--- src/rtl/spi_bridge_pkg.sv ---
// Shared types and constants for the SPI-to-register-bus bridge.
package spi_bridge_pkg;

   localparam int ERR_W = 8;

   typedef enum logic [1:0] {
      IDLE,
      CMD,
      WR_DATA,
      RD_DATA
   } state_t;

   // Read/not-write flag lives in the top bit of the command frame.
   function automatic int rnw_bit(input int data_w);
      return data_w - 1;
   endfunction

endpackage

--- src/rtl/spi_edge_sync.sv ---
// Synchronises the asynchronous SPI pins into clk and flags sclk/cs edges.
module spi_edge_sync #(
   parameter int SYNC_STAGES = 2,
   parameter bit SCLK_IDLE   = 1'b0
) (
   input  logic clk,
   input  logic rst_n,
   input  logic sclk,
   input  logic cs,
   input  logic mosi,
   output logic sclk_rise,
   output logic sclk_fall,
   output logic cs_rise,
   output logic cs_fall,
   output logic mosi_s
);

   logic [SYNC_STAGES-1:0] sclk_sync;
   logic [SYNC_STAGES-1:0] cs_sync;
   logic [SYNC_STAGES-1:0] mosi_sync;
   logic                   sclk_prev;
   logic                   cs_prev;

   // Chains reset to the idle pin levels so leaving reset never fakes an edge.
   always_ff @(posedge clk or negedge rst_n) begin
      if (!rst_n) begin
         sclk_sync <= {SYNC_STAGES{SCLK_IDLE}};
         cs_sync   <= '1;
         mosi_sync <= '0;
         sclk_prev <= SCLK_IDLE;
         cs_prev   <= 1'b1;
      end else begin
         sclk_sync <= {sclk_sync[SYNC_STAGES-2:0], sclk};
         cs_sync   <= {cs_sync[SYNC_STAGES-2:0], cs};
         mosi_sync <= {mosi_sync[SYNC_STAGES-2:0], mosi};
         sclk_prev <= sclk_sync[SYNC_STAGES-1];
         cs_prev   <= cs_sync[SYNC_STAGES-1];
      end
   end

   assign sclk_rise = sclk_sync[SYNC_STAGES-1] & ~sclk_prev;
   assign sclk_fall = ~sclk_sync[SYNC_STAGES-1] & sclk_prev;
   assign cs_rise   = cs_sync[SYNC_STAGES-1] & ~cs_prev;
   assign cs_fall   = ~cs_sync[SYNC_STAGES-1] & cs_prev;
   assign mosi_s    = mosi_sync[SYNC_STAGES-1];

endmodule

--- src/rtl/spi_reg_bridge.sv ---
// SPI slave that turns a command frame plus burst data frames into
// register-bus reads and writes with address auto-increment.
module spi_reg_bridge
   import spi_bridge_pkg::*;
#(
   parameter int              DATA_W      = 8,
   parameter int              ADDR_W      = 7,
   parameter bit              CPOL        = 1'b0,
   parameter bit              CPHA        = 1'b0,
   parameter int              SYNC_STAGES = 2,
   parameter logic [DATA_W-1:0] STATUS_WORD = DATA_W'(8'hA5)
) (
   input  logic              clk,
   input  logic              rst_n,
   input  logic              spi_sclk,
   input  logic              spi_cs,
   input  logic              spi_mosi,
   output logic              spi_miso,
   output logic              spi_miso_oe,
   output logic [ADDR_W-1:0] reg_addr,
   output logic [DATA_W-1:0] reg_wdata,
   output logic              reg_wr,
   output logic              reg_rd,
   input  logic [DATA_W-1:0] reg_rdata,
   output logic              busy,
   output logic              frame_err,
   output logic [ERR_W-1:0]  err_count
);

   localparam int CNT_W = $clog2(DATA_W + 1);
   localparam int RNW   = rnw_bit(DATA_W);

   logic sclk_rise, sclk_fall, cs_rise, cs_fall, mosi_s;

   spi_edge_sync #(
      .SYNC_STAGES (SYNC_STAGES),
      .SCLK_IDLE   (CPOL)
   ) u_sync (
      .clk       (clk),
      .rst_n     (rst_n),
      .sclk      (spi_sclk),
      .cs        (spi_cs),
      .mosi      (spi_mosi),
      .sclk_rise (sclk_rise),
      .sclk_fall (sclk_fall),
      .cs_rise   (cs_rise),
      .cs_fall   (cs_fall),
      .mosi_s    (mosi_s)
   );

   logic lead_edge, trail_edge, sample_edge, shift_edge;

   assign lead_edge   = CPOL ? sclk_fall : sclk_rise;
   assign trail_edge  = CPOL ? sclk_rise : sclk_fall;
   assign sample_edge = CPHA ? trail_edge : lead_edge;
   assign shift_edge  = CPHA ? lead_edge : trail_edge;

   state_t            state;
   logic [CNT_W-1:0]  bit_cnt;
   logic [DATA_W-1:0] rx_shift;
   logic [DATA_W-1:0] tx_shift;
   logic [DATA_W-1:0] rx_word;
   logic              rd_wait;
   logic              frame_done;

   assign rx_word    = {rx_shift[DATA_W-2:0], mosi_s};
   assign frame_done = (state != IDLE) && sample_edge &&
                       (bit_cnt == CNT_W'(DATA_W - 1));

   assign busy        = (state != IDLE);
   assign spi_miso_oe = busy;
   assign spi_miso    = busy & tx_shift[DATA_W-1];

   // The shift edge at bit 0 is skipped in both phases: the MSB is already
   // on miso from the load, so shifting there would drop it.
   always_ff @(posedge clk or negedge rst_n) begin
      if (!rst_n) begin
         state     <= IDLE;
         bit_cnt   <= '0;
         rx_shift  <= '0;
         tx_shift  <= '0;
         rd_wait   <= 1'b0;
         reg_addr  <= '0;
         reg_wdata <= '0;
         reg_wr    <= 1'b0;
         reg_rd    <= 1'b0;
         frame_err <= 1'b0;
         err_count <= '0;
      end else begin
         reg_wr    <= 1'b0;
         reg_rd    <= 1'b0;
         frame_err <= 1'b0;
         rd_wait   <= reg_rd;

         if (reg_wr)
            reg_addr <= reg_addr + ADDR_W'(1);

         if (state == IDLE) begin
            if (cs_fall) begin
               state    <= CMD;
               bit_cnt  <= '0;
               rx_shift <= '0;
               tx_shift <= STATUS_WORD;
            end
         end else begin
            if (sample_edge) begin
               rx_shift <= rx_word;
               bit_cnt  <= frame_done ? '0 : bit_cnt + CNT_W'(1);
            end

            if (shift_edge && (bit_cnt != '0))
               tx_shift <= {tx_shift[DATA_W-2:0], 1'b0};

            if (frame_done) begin
               if (state == CMD) begin
                  reg_addr <= rx_word[ADDR_W-1:0];
                  if (rx_word[RNW]) begin
                     state  <= RD_DATA;
                     reg_rd <= 1'b1;
                  end else begin
                     state <= WR_DATA;
                  end
               end else if (state == WR_DATA) begin
                  reg_wr    <= 1'b1;
                  reg_wdata <= rx_word;
               end else begin
                  reg_addr <= reg_addr + ADDR_W'(1);
                  reg_rd   <= 1'b1;
               end
            end

            if (rd_wait && (state == RD_DATA))
               tx_shift <= reg_rdata;

            // A frame finishing in the same cycle as cs rise still counts.
            if (cs_rise) begin
               state    <= IDLE;
               bit_cnt  <= '0;
               rx_shift <= '0;
               tx_shift <= '0;
               if (!frame_done && (bit_cnt != '0)) begin
                  frame_err <= 1'b1;
                  if (err_count != {ERR_W{1'b1}})
                     err_count <= err_count + ERR_W'(1);
               end
            end
         end
      end
   end

endmodule

--- config.mk ---
export PLATFORM = sky130hd
export DESIGN_NAME = spi_reg_bridge
export DESIGN_NICKNAME = d
export VERILOG_FILES = /design/src/rtl/spi_bridge_pkg.sv /design/src/rtl/spi_edge_sync.sv /design/src/rtl/spi_reg_bridge.sv
export SDC_FILE = /design/constraint.sdc
export NUM_CORES = 1
export LEC_CHECK = 0
export ABC_AREA = 1
export CORE_MARGIN = 2
export CORE_UTILIZATION = 60
export DETAILED_ROUTE_END_ITERATION = 6
export DONT_BUFFER_PORTS = 1
export PLACE_DENSITY = 0.74
export SLEW_MARGIN = 25
export SYNTH_ARGS = -nofsm -noshare
export SYNTH_HDL_FRONTEND = slang
export SYNTH_SLANG_ARGS = --single-unit
--- constraint.sdc ---
create_clock -name clk -period 3.6 [get_ports clk]
set_input_delay 0.72 -clock clk [delete_from_list [all_inputs] [get_ports clk]]
set_output_delay 0.72 -clock clk [all_outputs]
set_load 0.02 [all_outputs]
==> metrics.yaml, run 1 <==
status:
  outcome: "completed"
clock_network:
  cts_tree: "yes"
  clk_latency_ns: 0.32
  clock-sinks: 56
  hold_buffers: 0
  post-cts-setup-buffer-count: 0
  clkSlewWorstSetupHoldPaths_ns: 0.11
  cts_buffers: 5
  cts.path.max_buffers: 2
  cts-root-buf: "clkbuf_8"
  cts-resized-gates: 0
  htree_levels: 2
place:
  detailed_place_hpwl_um: 3580
  io_buffer_count: 0
  gp_congestion: 0.820
floorplan:
  initial_core_util_pct: 61.8
  dieWidth_um: 70.7
  rows: 24
  ios: 42
  dieHeight_um: 70.7
  fp.coreArea_sq_um: 4320
  die-area_sq_um: 5000
critical_path:
  r2r_slack_ns: 1.72
  reg2reg_depth: 8
  crit_path_start: "state[1]$_DFFE_PN0P_"
  r2r-end: "tx_shift[2]$_DFFE_PN0P_"
  required_ns: 2.88
  cp_max_fo: 5
  r2r_start: "state[0]$_DFFE_PN0P_"
  cp-start-kind: "flop"
  arrival_ns: 1.20
  worstSetupPathType: "reg2out"
  crit_path_end: "spi_miso"
  crit_path_end_kind: "output pin"
cells_and_area:
  finalNetCount: 340
  area_growth_syn_to_layout_pct: 4.63
  antenna_cells: 0
  layout-drive-gt1-share_pct: 8.02
  final_cell_mix: "nand2_1 (95), dfrtp_1 (53), inv_1 (32), o21ai_1 (21)"
  final_common_cell: "nand2_1"
route:
  drc: 0
  first_iter_violations: 164
  via_count: 2053
  viasPerCell: 5.46
  wl_per_cell_um: 13.5
  drt_pass1_iterations: 4
  ant_nets: 0
  drt-total-wl_um: 5080
power:
  p_clk_share_pct: 21.7
  swShare_pct: 39.2
  internal-power_w: 0.00101
  leakage_nw: 1.35
  p_per_area_nw_per_um2: 592
  p_seq_share_pct: 49.1
  vdd_drop_max_v: 0.000289
  power.net_switching_w: 0.000649
  combPwrFrac_pct: 29.2
global_routing:
  grt_max_degree: 57
  grt_pass1_wl_um: 8850
  antenna_found_initial: 0
  grt_overflow: 0
  track_usage_pct: 22.2
  grt_pass1_vias: 1914
worst_hold_path:
  min_path_type: "in2async"
synthesis:
  async_flop_share_pct: 100
  yosys_register_bits: 56
  synth.area.top_cells: "dfrtp_1 (50%), nand2_1 (13%), inv_1 (4.5%)"
  synth_top_cell_by_area: "dfrtp_1"
  syn-cell-area_sq_um: 2670
  yosysSeqAreaShare_pct: 52.6
  yosys_most_used_dff: "dfrtp_1"
  synth_edf_count: 0
  yosysWarnings: 0
  syn_nets: 339
  avgSynthCellArea_sq_um: 8.30
  syn_inst: 322
  synth.distinct_cells: 28
  synth_top_area_share_pct: 49.6
timing:
  fin_crit_ns: 1.92
  worst_pin_slew_ns: 0.580
  finalCritPeriodShare_pct: 53.3
  max_slew_margin_pct: 61.3
  fin_tns_setup_ns: 0
  whs_ns: 0.0828
  rsz0062_at_grt: "no"
  timing.fmax_ghz: 0.521
  finalSetupViolations: 0
  finalHoldViolations: 0
  slew_viol_final: 0
  finClkSkew_ns: 0.0102
job:
  cap_violations: 0
[worst min-delay path by stage]
stage                     depth (start not counted)                          start                             to  slack (ns)
after floorplan                                   0  u_sync.mosi_sync[0]$_DFF_PN0_  u_sync.mosi_sync[1]$_DFF_PN0_        0.33
after global placement                            0  u_sync.mosi_sync[0]$_DFF_PN0_  u_sync.mosi_sync[1]$_DFF_PN0_        0.33
after detailed placement                          0  u_sync.mosi_sync[0]$_DFF_PN0_  u_sync.mosi_sync[1]$_DFF_PN0_        0.34
after CTS                                         0                          rst_n               reg_wr$_DFF_PN0_        0.07
after global routing                              0                          rst_n        rx_shift[6]$_DFFE_PN0P_        0.06
final                                             0                          rst_n          reg_addr[5]$_DFF_PN0_        0.08
[through the flow]
stage	instance area [sq um]	setup WS [ns]	power, W	cells	util (%)
2_1_floorplan	2670	2.06	0.00123	322	-
3_3_place_gp	2700	1.79	0.00130	368	62.5
3_5_place_dp	2700	1.73	0.00131	368	62.5
4_1_cts	2800	1.67	0.00167	376	64.7
5_1_grt	2800	1.50	0.00179	376	64.7
6_report	2800	1.68	0.00165	376	64.7
[sequential cells by signal (all words and copies together), names as in the netlist]
| signal | flops |
|---|---|
| err_count | 8 |
| reg_wdata | 8 |
| tx_shift | 8 |
| reg_addr | 7 |
| rx_shift | 7 |
| bit_cnt | 4 |
| state | 2 |
| u_sync.cs_sync | 2 |
| u_sync.mosi_sync | 2 |
| u_sync.sclk_sync | 2 |
| frame_err | 1 |
| rd_wait | 1 |
| reg_rd | 1 |
| reg_wr | 1 |
| u_sync.cs_prev | 1 |
| u_sync.sclk_prev | 1 |
[worst max-delay path, stage by stage, from the launching register on]
cell	delay, ns
dfrtp_1	0.45
nor2_2	0.27
nor2_1	0.17
[power groups by stage]
stage                     clock (W)  sequential [W]  combinational (W)
after detailed placement          0        0.000827           0.000481
after floorplan                   0        0.000809           0.000419
after global placement            0        0.000823           0.000475
after global routing       0.000393        0.000828           0.000568
after CTS                  0.000369        0.000814           0.000484
final                      0.000359        0.000813           0.000483
[cell families (layout without fill, tap and decap cells)]
kind of cell,after synthesis,in the layout,share of synthesized area [%]
mux,1,1,0.375
fa+ha+maj,4,4,1.87
xor+xnor,8,8,2.62
compound gates,61,61,12.5
buf+inv,44,46,6.74
flops,56,56,52.6
simple gates,148,148,23.4
[cells in the mapped netlist (3+ instances only)]
library cell	n
a21oi_1	10
buf_4	3
dfrtp_1	53
dfstp_2	3
ha_1	4
inv_1	32
inv_2	4
nand2_1	95
nand2_2	4
nand3_1	19
nand4_1	3
nor2_1	19
o211ai_1	6
o21ai_0	14
o21ai_1	21
o22ai_1	9
or2_2	3
xnor2_1	4
xor2_1	4
[cell type report]
class	instances	area, sq um
clock buffer	5	68.8
clock inverter	3	25.0
fill	374	1530
inverter	38	145
multi-input combinational	222	1090
sequential	56	1410
tap	52	65.1
[metal layers]
metal | vias up | GRT usage, % | part of all wire [%]
li1 | 1047 | - | -
met1 | 950 | 30.9 | 48
met2 | 49 | 33.6 | 44
met3 | 7 | 7.55 | 6.7
met4 | 0 | 6.29 | 1.2
met5 | - | 0 | 0
No activity file was read; power rests on OpenSTA's default activity.
==> inputs of run 2 (changes only) <==
- CORE_UTILIZATION: 60 -> 56
- PLACE_DENSITY: 0.74 -> 0.72
- clock period: 3.6 -> 1.6 ns (I/O delays scaled with it)
==> metrics.yaml, run 2 (synthesis results as in run 1) <==
route:
  via_count: 2141  # was 2053
  drt_pass1_iterations: 4  # unchanged
  drc: 0  # unchanged
  viasPerCell: 5.34  # was 5.46
  wl_per_cell_um: 13.5  # about the same
  drt-total-wl_um: 5400  # was 5080 um
  ant_nets: 0  # unchanged
  first_iter_violations: 108  # was 164
timing:
  finalCritPeriodShare_pct: 98.3
  finalSetupViolations: 0  # unchanged
  fin_crit_ns: 1.57
  whs_ns: -0.310  # was 0.0828 ns
  rsz0062_at_grt: "yes"  # was no
  layout_setup_ws_ns: 0.0270  # was 1.68 ns
  slew_viol_final: 0  # unchanged
  finalHoldViolations: 56  # was 0
  finClkSkew_ns: 0.00782  # was 0.0102 ns
  max_slew_margin_pct: 61.1  # was 61.3%
  timing.fmax_ghz: 0.636
  worst_pin_slew_ns: 0.583  # was 0.580 ns
  fin_tns_setup_ns: 0  # unchanged
global_routing:
  grt_pass1_wl_um: 9090  # was 8850 um
  grt_overflow: 0  # unchanged
  grt_pass1_vias: 2042  # was 1914
  grt_max_degree: 57  # unchanged
  antenna_found_initial: 0  # unchanged
  track_usage_pct: 22.0  # was 22.2%
critical_path:
  cp-start-kind: "flop"  # unchanged
  r2r_start: "bit_cnt[1]$_DFFE_PN0P_"  # was state[0]$_DFFE_PN0P_
  crit_path_end: "spi_miso_oe"  # was spi_miso
  required_ns: 1.28  # was 2.88 ns
  cp_max_fo: 5  # unchanged
  worstSetupPathType: "reg2out"  # unchanged
  reg2reg_depth: 9  # was 8
  arrival_ns: 1.25  # was 1.20 ns
  r2r_slack_ns: 0.10  # was 1.72 ns
  r2r-end: "err_count[2]$_DFFE_PN0P_"  # was tx_shift[2]$_DFFE_PN0P_
  crit_path_end_kind: "output pin"  # unchanged
  crit_path_start: "state[1]$_DFFE_PN0P_"  # unchanged
clock_network:
  cts_tree: "yes"  # unchanged
  hold_buffers: 1  # was 0
  clkSlewWorstSetupHoldPaths_ns: 0.10  # was 0.11 ns
  clk_latency_ns: 0.31  # was 0.32 ns
  cts.path.max_buffers: 2  # unchanged
  clock-sinks: 56  # unchanged
  cts_buffers: 5  # unchanged
  cts-root-buf: "clkbuf_8"  # unchanged
  htree_levels: 2  # unchanged
floorplan:
  rows: 25  # was 24
  fp.coreArea_sq_um: 4660  # was 4320 sq um
  dieWidth_um: 73.1  # was 70.7 um
  initial_core_util_pct: 57.3  # was 61.8%
  dieHeight_um: 73.1  # was 70.7 um
  die-area_sq_um: 5340  # was 5000 sq um
  ios: 42  # unchanged
cells_and_area:
  final_cell_mix: "nand2_1 (90), dfrtp_1 (52), inv_1 (31), o21ai_1 (22), buf_4 (21)"  # was nand2_1 (95), dfrtp_1 (53), inv_1 (32), o21ai_1 (21)
  area_growth_syn_to_layout_pct: 12.8  # was 4.63%
  final_common_cell: "nand2_1"  # unchanged
  nFillCells: 403  # was 374
  layout-drive-gt1-share_pct: 16.4  # was 8.02%
  finalNetCount: 363  # was 340
  utilization_pct: 64.7  # about the same
  antenna_cells: 0  # unchanged
  reg_top3: "err_count (8), reg_wdata (8), tx_shift (8)"  # unchanged
place:
  io_buffer_count: 0  # unchanged
  place_ws_ns: 0.0276  # was 1.73 ns
  detailed_place_hpwl_um: 3920  # was 3580 um
  gp_congestion: 0.831  # was 0.820
power:
  vdd_drop_max_v: 0.000994  # was 0.000289 V
  p_per_area_nw_per_um2: 1330  # was 592 nW/um^2
  leakage_nw: 1.48  # was 1.35 nW
worst_hold_path:
  min_path_type: "in2async"  # unchanged
status:
  violations: "hold timing"
  outcome: "complete, but fails checks"  # was completed
job:
  cap_violations: 0  # unchanged
run 2: cell count changes in the layout (fill, tap and decap cells not counted), moves of 2 or more:
cell / previous run / this run
buf_4: 0 / 21
nand2_1: 95 / 90
nand2_2: 4 / 7
nand2_4: 0 / 2
nor2_1: 19 / 17
run 2: timing repair:
item	in CTS	in global routing
resized for setup	1	15
buffers inserted	0	1
setup endpoints to repair	1	32
hold endpoints to repair	57	56
pin swaps	0	1
run 2: critical path, cell delays in order, from the launching register on:
cell     delay (ns)
dfrtp_1        0.46
inv_2          0.13
nand2_4        0.07
buf_8          0.14
buf_4          0.15
run 2: worst min-delay path by stage:
stage / endpoint / slack (ns) / cells after the start
6_report: reg_rd$_DFF_PN0_ / -0.31 / 0
5_1_grt: reg_wdata[3]$_DFFE_PN0P_ / -0.33 / 0
3_3_place_gp: tx_shift[2]$_DFFE_PN0P_ / 0.03 / 0
2_1_floorplan: bit_cnt[0]$_DFFE_PN0P_ / 0.02 / 0
3_5_place_dp: tx_shift[2]$_DFFE_PN0P_ / 0.03 / 0
4_1_cts: err_count[0]$_DFFE_PN0P_ / -0.32 / 0
run 2: stage by stage:
stage          cell area, sq um  instances  hold WS [ns]  power, W
2_1_floorplan              2670        322        0.0244   0.00276
3_3_place_gp               2860        391        0.0255   0.00310
3_5_place_dp               2860        391        0.0256   0.00314
4_1_cts                    2970        400        -0.318   0.00393
5_1_grt                    3020        401        -0.332   0.00431
6_report                   3020        401        -0.310   0.00401
run 2: per-layer routing:
| layer | track usage (%) | wire, um | vias up |
|---|---|---|---|
| li1 | - | - | 1092 |
| met1 | 31.1 | 2590 | 993 |
| met2 | 32.8 | 2470 | 52 |
| met3 | 5.66 | 295 | 4 |
| met4 | 7.41 | 48 | 0 |
| met5 | 0 | 0 | - |
run 2: power breakdown:
group | internal, W | total, W | leakage (nW) | switching (W)
clock network | 0.000315 | 0.000783 | 0.0485 | 0.000469
registers | 0.00162 | 0.00177 | 0.742 | 0.000148
logic | 0.000542 | 0.00146 | 0.690 | 0.000922
total | 0.00248 | 0.00401 | 1.48 | 0.00154
run 2: area by class of cell:
class | instances | area [sq um] | share of cell area [%]
Sequential cell | 56 | 1410 | 46.6
Multi-Input combinational cell | 222 | 1120 | 37.1
Timing Repair Buffer | 23 | 183 | 6.06
Inverter | 38 | 148 | 4.90
Clock buffer | 5 | 68.8 | 2.28
Tap cell | 54 | 67.6 | 2.24
Clock inverter | 3 | 22.5 | 0.747
